`src/rtl/booth_pkg.sv`:
```
// rtl/booth_pkg.sv - shared state type and default constants for the Booth result checker
package booth_pkg;

   typedef enum logic [2:0] {
      IDLE,
      WAIT,
      CMP,
      FIN_HI,
      FIN_LO,
      GUARD,
      DONE
   } chk_state_t;

   localparam int          BOOTH_DEF_WIDTH        = 32;
   localparam logic [31:0] BOOTH_DEF_MULTIPLICAND = 32'h5555_5555;
   localparam int          BOOTH_FRAME_PERIOD     = 12;
   localparam int          FIN_HOLD               = 3;

endpackage

```
`src/rtl/booth_finish_gen.sv`:
```
// rtl/booth_finish_gen.sv - finish pulse shaper: FIN_HOLD cycles high, FIN_HOLD cycles low
// The low phase lets the harness re-arm its synchronised rising-edge detect.
module booth_finish_gen
   import booth_pkg::*;
(
   input  logic i_clk,
   input  logic i_rst,
   input  logic i_go,
   output logic o_finish,
   output logic o_idle
);
   localparam int             CW        = $clog2(FIN_HOLD + 1);
   localparam logic [CW-1:0]  HOLD_LAST = CW'(FIN_HOLD - 1);

   typedef enum logic [1:0] {PH_IDLE, PH_HI, PH_LO} fin_phase_t;

   fin_phase_t    r_phase;
   logic [CW-1:0] r_cnt;
   logic          r_finish;

   always_ff @(posedge i_clk) begin
      if (i_rst) begin
         r_phase  <= PH_IDLE;
         r_cnt    <= '0;
         r_finish <= 1'b0;
      end else if (i_go) begin
         r_phase  <= PH_HI;
         r_cnt    <= '0;
         r_finish <= 1'b1;
      end else begin
         case (r_phase)
            PH_HI: begin
               if (r_cnt == HOLD_LAST) begin
                  r_phase  <= PH_LO;
                  r_cnt    <= '0;
                  r_finish <= 1'b0;
               end else begin
                  r_cnt <= r_cnt + 1'b1;
               end
            end
            PH_LO: begin
               if (r_cnt == HOLD_LAST) r_phase <= PH_IDLE;
               else                    r_cnt   <= r_cnt + 1'b1;
            end
            default: ;
         endcase
      end
   end

   assign o_finish = r_finish;
   assign o_idle   = (r_phase == PH_IDLE);

endmodule

```
`config.mk`:
```
export PLATFORM = sky130hd
export DESIGN_NAME = booth_finish_gen
export DESIGN_NICKNAME = d
export VERILOG_FILES = /design/src/rtl/booth_pkg.sv /design/src/rtl/booth_finish_gen.sv
export SDC_FILE = /design/constraint.sdc
export NUM_CORES = 1
export LEC_CHECK = 0
export ABC_CLOCK_PERIOD_IN_PS = 1000
export CORE_AREA = 2 2 39 41
export DETAILED_ROUTE_END_ITERATION = 12
export DIE_AREA = 0 0 41 43
export GPL_ROUTABILITY_DRIVEN = 1
export HOLD_SLACK_MARGIN = 0.06
export PLACE_DENSITY_LB_ADDON = 0.2
export RECOVER_POWER = 50
export SYNTH_ARGS = -nofsm -noshare
export SYNTH_HDL_FRONTEND = slang
export SYNTH_SLANG_ARGS = --single-unit
export TNS_END_PERCENT = 5
```
`constraint.sdc`:
```
create_clock -name i_clk -period 1 [get_ports i_clk]
set_input_delay 0.1 -clock i_clk [delete_from_list [all_inputs] [get_ports i_clk]]
set_output_delay 0.1 -clock i_clk [all_outputs]
set_load 0.1 [all_outputs]
```
==> results.py, run 1 <==
metrics = {
    "run_status": {
        "outcome": "complete, but fails checks",
        "failed_checks": "setup timing",
    },
    "floorplanning": {
        "die_y_um": 43,
        "die-area_um2": 1760,
        "fp.coreArea_um2": 1380,
        "rows": 14,
        "dieWidth_um": 41,
        "initial_core_util_pct": 17.3,
        "ioPinCount": 5,
    },
    "detailed_routing": {
        "drc": 0,
        "ant_nets": 0,
        "first_pass_iters": 2,
        "vias_per_cell": 4.02,
        "num_vias": 233,
        "routed_wirelength_um": 544,
        "drtIter0Drc": 1,
        "wire_per_inst_um": 9.38,
    },
    "synth": {
        "async_reset_ff_share_pct": 0,
        "ys.flop_type": "dfxtp_1",
        "avgSynthCellArea_um2": 9.19,
        "synth_area_leader_cell": "dfxtp_1",
        "syn-cell-area_um2": 239,
        "synth_top_area_share_pct": 41.9,
        "yosysMostFrequentCell": "dfxtp_1",
        "syn_nets": 29,
        "ys_types": 15,
        "synth-seq-area-share_pct": 41.9,
        "yosys_warnings": 0,
        "ys_ff_latch": 5,
        "synth_edf_count": 0,
        "yosys-top-cells-area": "dfxtp_1, mux2i_1, nor2_1",
        "synth_cells": 26,
        "synth.top_cells.by_count": "dfxtp_1, nor2_1",
    },
    "clock_network": {
        "clock_latency_ns": 0.24,
        "clkSlewWorstSetupHoldPaths_ns": 0.05,
        "cts_num_sinks": 5,
        "hold_buffers": 0,
        "cts_root_buf": "clkbuf_4",
        "clock_path_buffers": 2,
        "cts_made_buffers": 3,
        "ctsHtreeMaxLevel": 1,
        "cts_tree": "done",
    },
    "placed_design": {
        "hpwl_um": 441,
        "dp_cells": 54,
        "numPortBuffers": 4,
        "gp_congestion": 0.624,
        "dp_slack_ns": -0.0991,
    },
    "timing": {
        "fin_crit_sh_pct": 108,
        "rsz0062_at_grt": "yes",
        "layout_setup_ws_ns": -0.0813,
        "fin_skew_ns": 0.00526,
        "relSlewSlack_pct": 86.9,
        "post-route-min-period_ns": 1.08,
        "setup_violations": 4,
        "slew_violations": 0,
        "hold_viol_final": 0,
        "worst-slew-pin-transition_ns": 0.196,
        "max_freq_ghz": 0.925,
    },
    "power": {
        "p_int_uw": 413,
        "total_power_uw": 568,
        "power_density_nw_per_um2": 1370,
        "power_switching_uw": 155,
        "ir_drop_v": 0.000592,
        "swShare_pct": 27.3,
        "comb_power_share_pct": 21.8,
        "power_frac_seq_pct": 38.0,
        "p_leak_uw": 0.000181,
        "clkPwrFrac_pct": 40.2,
    },
    "critical_path": {
        "endpoint": "o_finish",
        "worstReg2RegStart": "r_phase[1]",
        "reg2reg_depth": 3,
        "reg2reg_to": "o_finish",
        "path_class": "flop to flop",
        "arrival_ns": 1.21,
        "crit_path_max_fanout": 4,
        "critPathLaunchType": "flop",
        "cp.required_ns": 1.13,
        "end_kind": "flop",
        "reg2reg_slack_ns": -0.08,
        "cp-startpoint": "r_phase[1]",
    },
    "global_route": {
        "grt_max_degree": 6,
        "antenna_found_initial": 0,
        "grt_pass1_vias": 266,
        "grt_pass1_wl_um": 1000,
        "grt_overflow": 0,
        "grtUsageTotal_pct": 8.64,
    },
    "finish": {
        "regArea_um2": 105,
        "fillers": 152,
        "multiInputGateArea_um2": 141,
        "syn2layout_area_growth_pct": 73.8,
        "nNetsFinal": 46,
        "n_antenna_cell": 0,
        "final_cells": 58,
        "drive_gt1_share_pct": 50.0,
    },
    "worst_hold_path": {
        "hp-class": "flop to flop",
    },
    "flow_run": {
        "maxCapViolCount": 0,
    },
}
==> sequential cells by signal (all words and copies together), names as in the netlist <==
| register | count |
|---|---|
| r_phase | 2 |
| r_cnt | 2 |
| o_finish | 1 |
==> stage by stage <==
step                      hold slack (ns)  util (%)  TNS [ns]  area (µm²)
after floorplan                     0.169         -    -0.136         250
after global placement              0.498      28.2    -0.213         390
after detailed placement            0.503      28.2    -0.297         390
after CTS                           0.516      30.7    -0.280         424
after global routing                0.528      30.0    -0.610         415
final                               0.498      30.0    -0.239         415
==> power groups by stage <==
stage	logic, µW	registers, µW	clock network [µW]
floorplan	53.8	237	0
global placement	127	219	0
detailed placement	130	219	0
CTS	130	217	244
global route	132	216	260
finish	124	216	229
==> worst max-delay path, cell delays in order (launching register included) <==
cell,delay (ns)
dfxtp_2,0.34
or3b_4,0.41
nor3b_2,0.16
nor3_1,0.06
==> placed cells by master (no fill, tap or decap) <==
cell type        n
buf_4            8
dfxtp_2          4
nor2_1           3
clkbuf_4         3
mux2i_1          2
nor3_1           2
a21oi_1          2
nand2_1          2
clkdlybuf4s50_1  2
buf_6            2
nor2_4           1
or2b_1           1
or3b_4           1
xnor2_1          1
or3_1            1
a21boi_1         1
xor2_1           1
o221ai_1         1
nor3b_2          1
clkbuf_1         1
buf_12           1
dfxtp_1          1
==> repair_timing <==
item	CTS	global route
resized for setup	3	0
endpoints found under the setup margin	4	6
pin swaps	1	1
gates cloned	0	0
buffers inserted	0	0
==> layer usage <==
metal  share of wire (%)  wire [µm]  vias up  GRT usage (%)
li1                    -          -      124              -
met1                  38        206      102           8.71
met2                  56        303        5           13.8
met3                 5.5         30        2           3.14
met4                0.74          4        0           6.00
met5                   0          0        -              0
==> layout make-up <==
class / instances / share of cell area [%]
clock buffer: 4 / 6.33
multi-input combinational: 20 / 34.0
tap: 16 / 4.82
timing repair buffer: 13 / 29.5
sequential: 5 / 25.3
==> how the worst min path moves through the flow <==
stage / start / end / slack [ns] / depth (start not counted)
2_1_floorplan: i_rst / r_phase[1] / 0.17 / 1
3_3_place_gp: o_finish / o_finish / 0.50 / 2
3_5_place_dp: o_finish / o_finish / 0.50 / 2
4_1_cts: o_finish / o_finish / 0.52 / 2
5_1_grt: o_finish / o_finish / 0.53 / 2
6_report: o_finish / o_finish / 0.50 / 2
==> cell families after synthesis <==
kind of cell    share of synthesized area (%)
xor+xnor                                 7.33
mux                                      8.38
buf+inv                                  3.14
simple gates                             28.3
flops                                    41.9
compound gates                           11.0
No activity file was read; power rests on OpenSTA's default activity.
==> run 2, diff against run 1 <==
--- a/config.mk
+++ b/config.mk
@@ -5,11 +5,12 @@
 export SDC_FILE = /design/constraint.sdc
 export NUM_CORES = 1
 export LEC_CHECK = 0
-export ABC_CLOCK_PERIOD_IN_PS = 1000
+export ABC_CLOCK_PERIOD_IN_PS = 900
 export CORE_AREA = 2 2 39 41
 export DETAILED_ROUTE_END_ITERATION = 12
 export DIE_AREA = 0 0 41 43
 export GPL_ROUTABILITY_DRIVEN = 1
+export GPL_TIMING_DRIVEN = 0
 export HOLD_SLACK_MARGIN = 0.06
 export PLACE_DENSITY_LB_ADDON = 0.2
 export RECOVER_POWER = 50
==> constraint.sdc (replaced) <==
create_clock -name i_clk -period 0.9 [get_ports i_clk]
set_input_delay 0.09 -clock i_clk [delete_from_list [all_inputs] [get_ports i_clk]]
set_output_delay 0.09 -clock i_clk [all_outputs]
set_load 0.1 [all_outputs]
==> results.py, run 2 (synthesized netlist as in run 1, its figures left out) <==
metrics = {
    "run_status": {
        "outcome": "complete, but fails checks",
        "failed_checks": "setup timing",
    },
    "finish": {
        "n_antenna_cell": 0,
        "nNetsFinal": 38,
        "fillers": 147,
        "syn2layout_area_growth_pct": 59.7,
        "multiInputGateArea_um2": 154,
        "final_cell_mix": "nor2_1, clkbuf_4",
        "regArea_um2": 110,
        "drive_gt1_share_pct": 44.1,
    },
    "power": {
        "clkPwrFrac_pct": 41.2,
        "swShare_pct": 28.5,
        "total_power_uw": 632,
        "ir_drop_v": 0.000738,
        "comb_power_share_pct": 21.5,
        "p_int_uw": 452,
        "p_leak_uw": 0.000148,
        "power_frac_seq_pct": 37.2,
        "power_density_nw_per_um2": 1660,
        "power_switching_uw": 180,
    },
    "critical_path": {
        "crit_path_max_fanout": 7,
        "path_delay_family": "simple AND/OR/NAND/NOR gates",
        "cp_cell_sequence": "or3b_4 > nor3b_2 > nor3_2",
        "path_class": "flop to flop",
        "arrival_ns": 1.23,
        "end_kind": "flop",
        "critPathLaunchType": "flop",
        "cp_slowest_cell": "or3b_4",
        "max_stage_delay_ns": 0.39,
        "cp.required_ns": 1.03,
        "reg2reg_slack_ns": -0.20,
        "crit_buf_inv": 0,
    },
    "placed_design": {
        "numPortBuffers": 4,
        "dp_slack_ns": -0.852,
        "hpwl_um": 396,
        "gp_congestion": 0.630,
    },
    "global_route": {
        "grt_pass1_wl_um": 959,
        "grt_pass1_vias": 227,
        "grt_max_degree": 8,
        "grt_overflow": 0,
        "antenna_found_initial": 0,
        "grtUsageTotal_pct": 8.94,
    },
    "detailed_routing": {
        "routed_wirelength_um": 516,
        "ant_nets": 0,
        "wire_per_inst_um": 10.3,
        "vias_per_cell": 4.30,
        "first_pass_iters": 4,
        "drtIter0Drc": 2,
        "drc": 0,
        "num_vias": 215,
    },
    "floorplanning": {
        "die_y_um": 43,
        "fp.coreArea_um2": 1380,
        "dieWidth_um": 41,
        "die-area_um2": 1760,
        "initial_core_util_pct": 17.3,
        "rows": 14,
        "ioPinCount": 5,
    },
    "clock_network": {
        "clkSlewWorstSetupHoldPaths_ns": 0.04,
        "clock_path_buffers": 2,
        "clock_latency_ns": 0.24,
        "cts_root_buf": "clkbuf_4",
        "ctsHtreeMaxLevel": 1,
        "cts_num_sinks": 5,
        "cts_setup_buffers": 0,
        "cts_made_buffers": 3,
        "cts_tree": "done",
    },
    "flow_run": {
        "maxCapViolCount": 0,
    },
    "timing": {
        "relSlewSlack_pct": 87.5,
        "hold_viol_final": 0,
        "max_freq_ghz": 0.907,
        "layout_setup_ws_ns": -0.202,
        "fin_skew_ns": 0.00173,
        "worst-slew-pin-transition_ns": 0.187,
        "fin_crit_sh_pct": 122,
        "rsz0062_at_grt": "yes",
        "slew_violations": 0,
        "fin_tns_setup_ns": -0.782,
        "finalHoldWorstSlack_ns": 0.482,
        "setup_violations": 6,
        "post-route-min-period_ns": 1.10,
    },
    "worst_hold_path": {
        "hp-class": "primary input to flop",
    },
}
==> run 2: power by group through the flow <==
stage	Combinational, µW	Clock (µW)	Sequential [µW]
global route	145	294	236
global placement	112	0	241
detailed placement	115	0	242
CTS	130	268	234
finish	136	261	235
floorplan	59.8	0	264
==> run 2: layout make-up <==
type	count	share of cell area [%]
multi-input cells	20	40.3
flip-flops and latches	5	28.9
repair buffers	4	15.7
clock buffers	4	6.89
well taps	16	5.25
plain buffers	1	2.95
==> run 2: final timing paths <==
| path | start | end | depth (start not counted) |
|---|---|---|---|
| max reg2reg | r_cnt[1] | o_finish | 3 |
| min | i_rst | r_phase[0] | 2 |
| min reg2reg | r_cnt[0] | r_cnt[0] | 2 |
| max | r_cnt[1] | o_finish | 3 |
==> run 2: what timing repair did <==
| item | CTS | global route |
|---|---|---|
| pin swaps | 5 | 2 |
| gates resized for setup | 22 | 3 |
| endpoints found under the setup margin | 7 | 7 |
| hold endpoints to repair | 0 | 0 |
| hold buffers | 0 | 0 |
| gates cloned | 0 | 0 |
==> run 2: layer usage <==
metal	vias to the layer above	part of all wire (%)	track usage, %
met5	-	0	0
met4	0	4.1	8.00
met3	3	5.8	6.28
met2	8	52	11.9
met1	97	38	8.71
li1	107	-	-
==> run 2: metrics by stage <==
step	std cells	instance area [µm²]	util [%]
2_1_floorplan	26	250	-
3_3_place_gp	46	310	22.4
3_5_place_dp	46	310	22.4
4_1_cts	50	368	26.6
5_1_grt	50	382	27.6
6_report	50	382	27.6
==> run 2: worst reg2reg max path: stages (launching register included) <==
cell and delay, ns:
dfxtp_4 0.37, or3b_4 0.39, nor3b_2 0.18, nor3_2 0.05
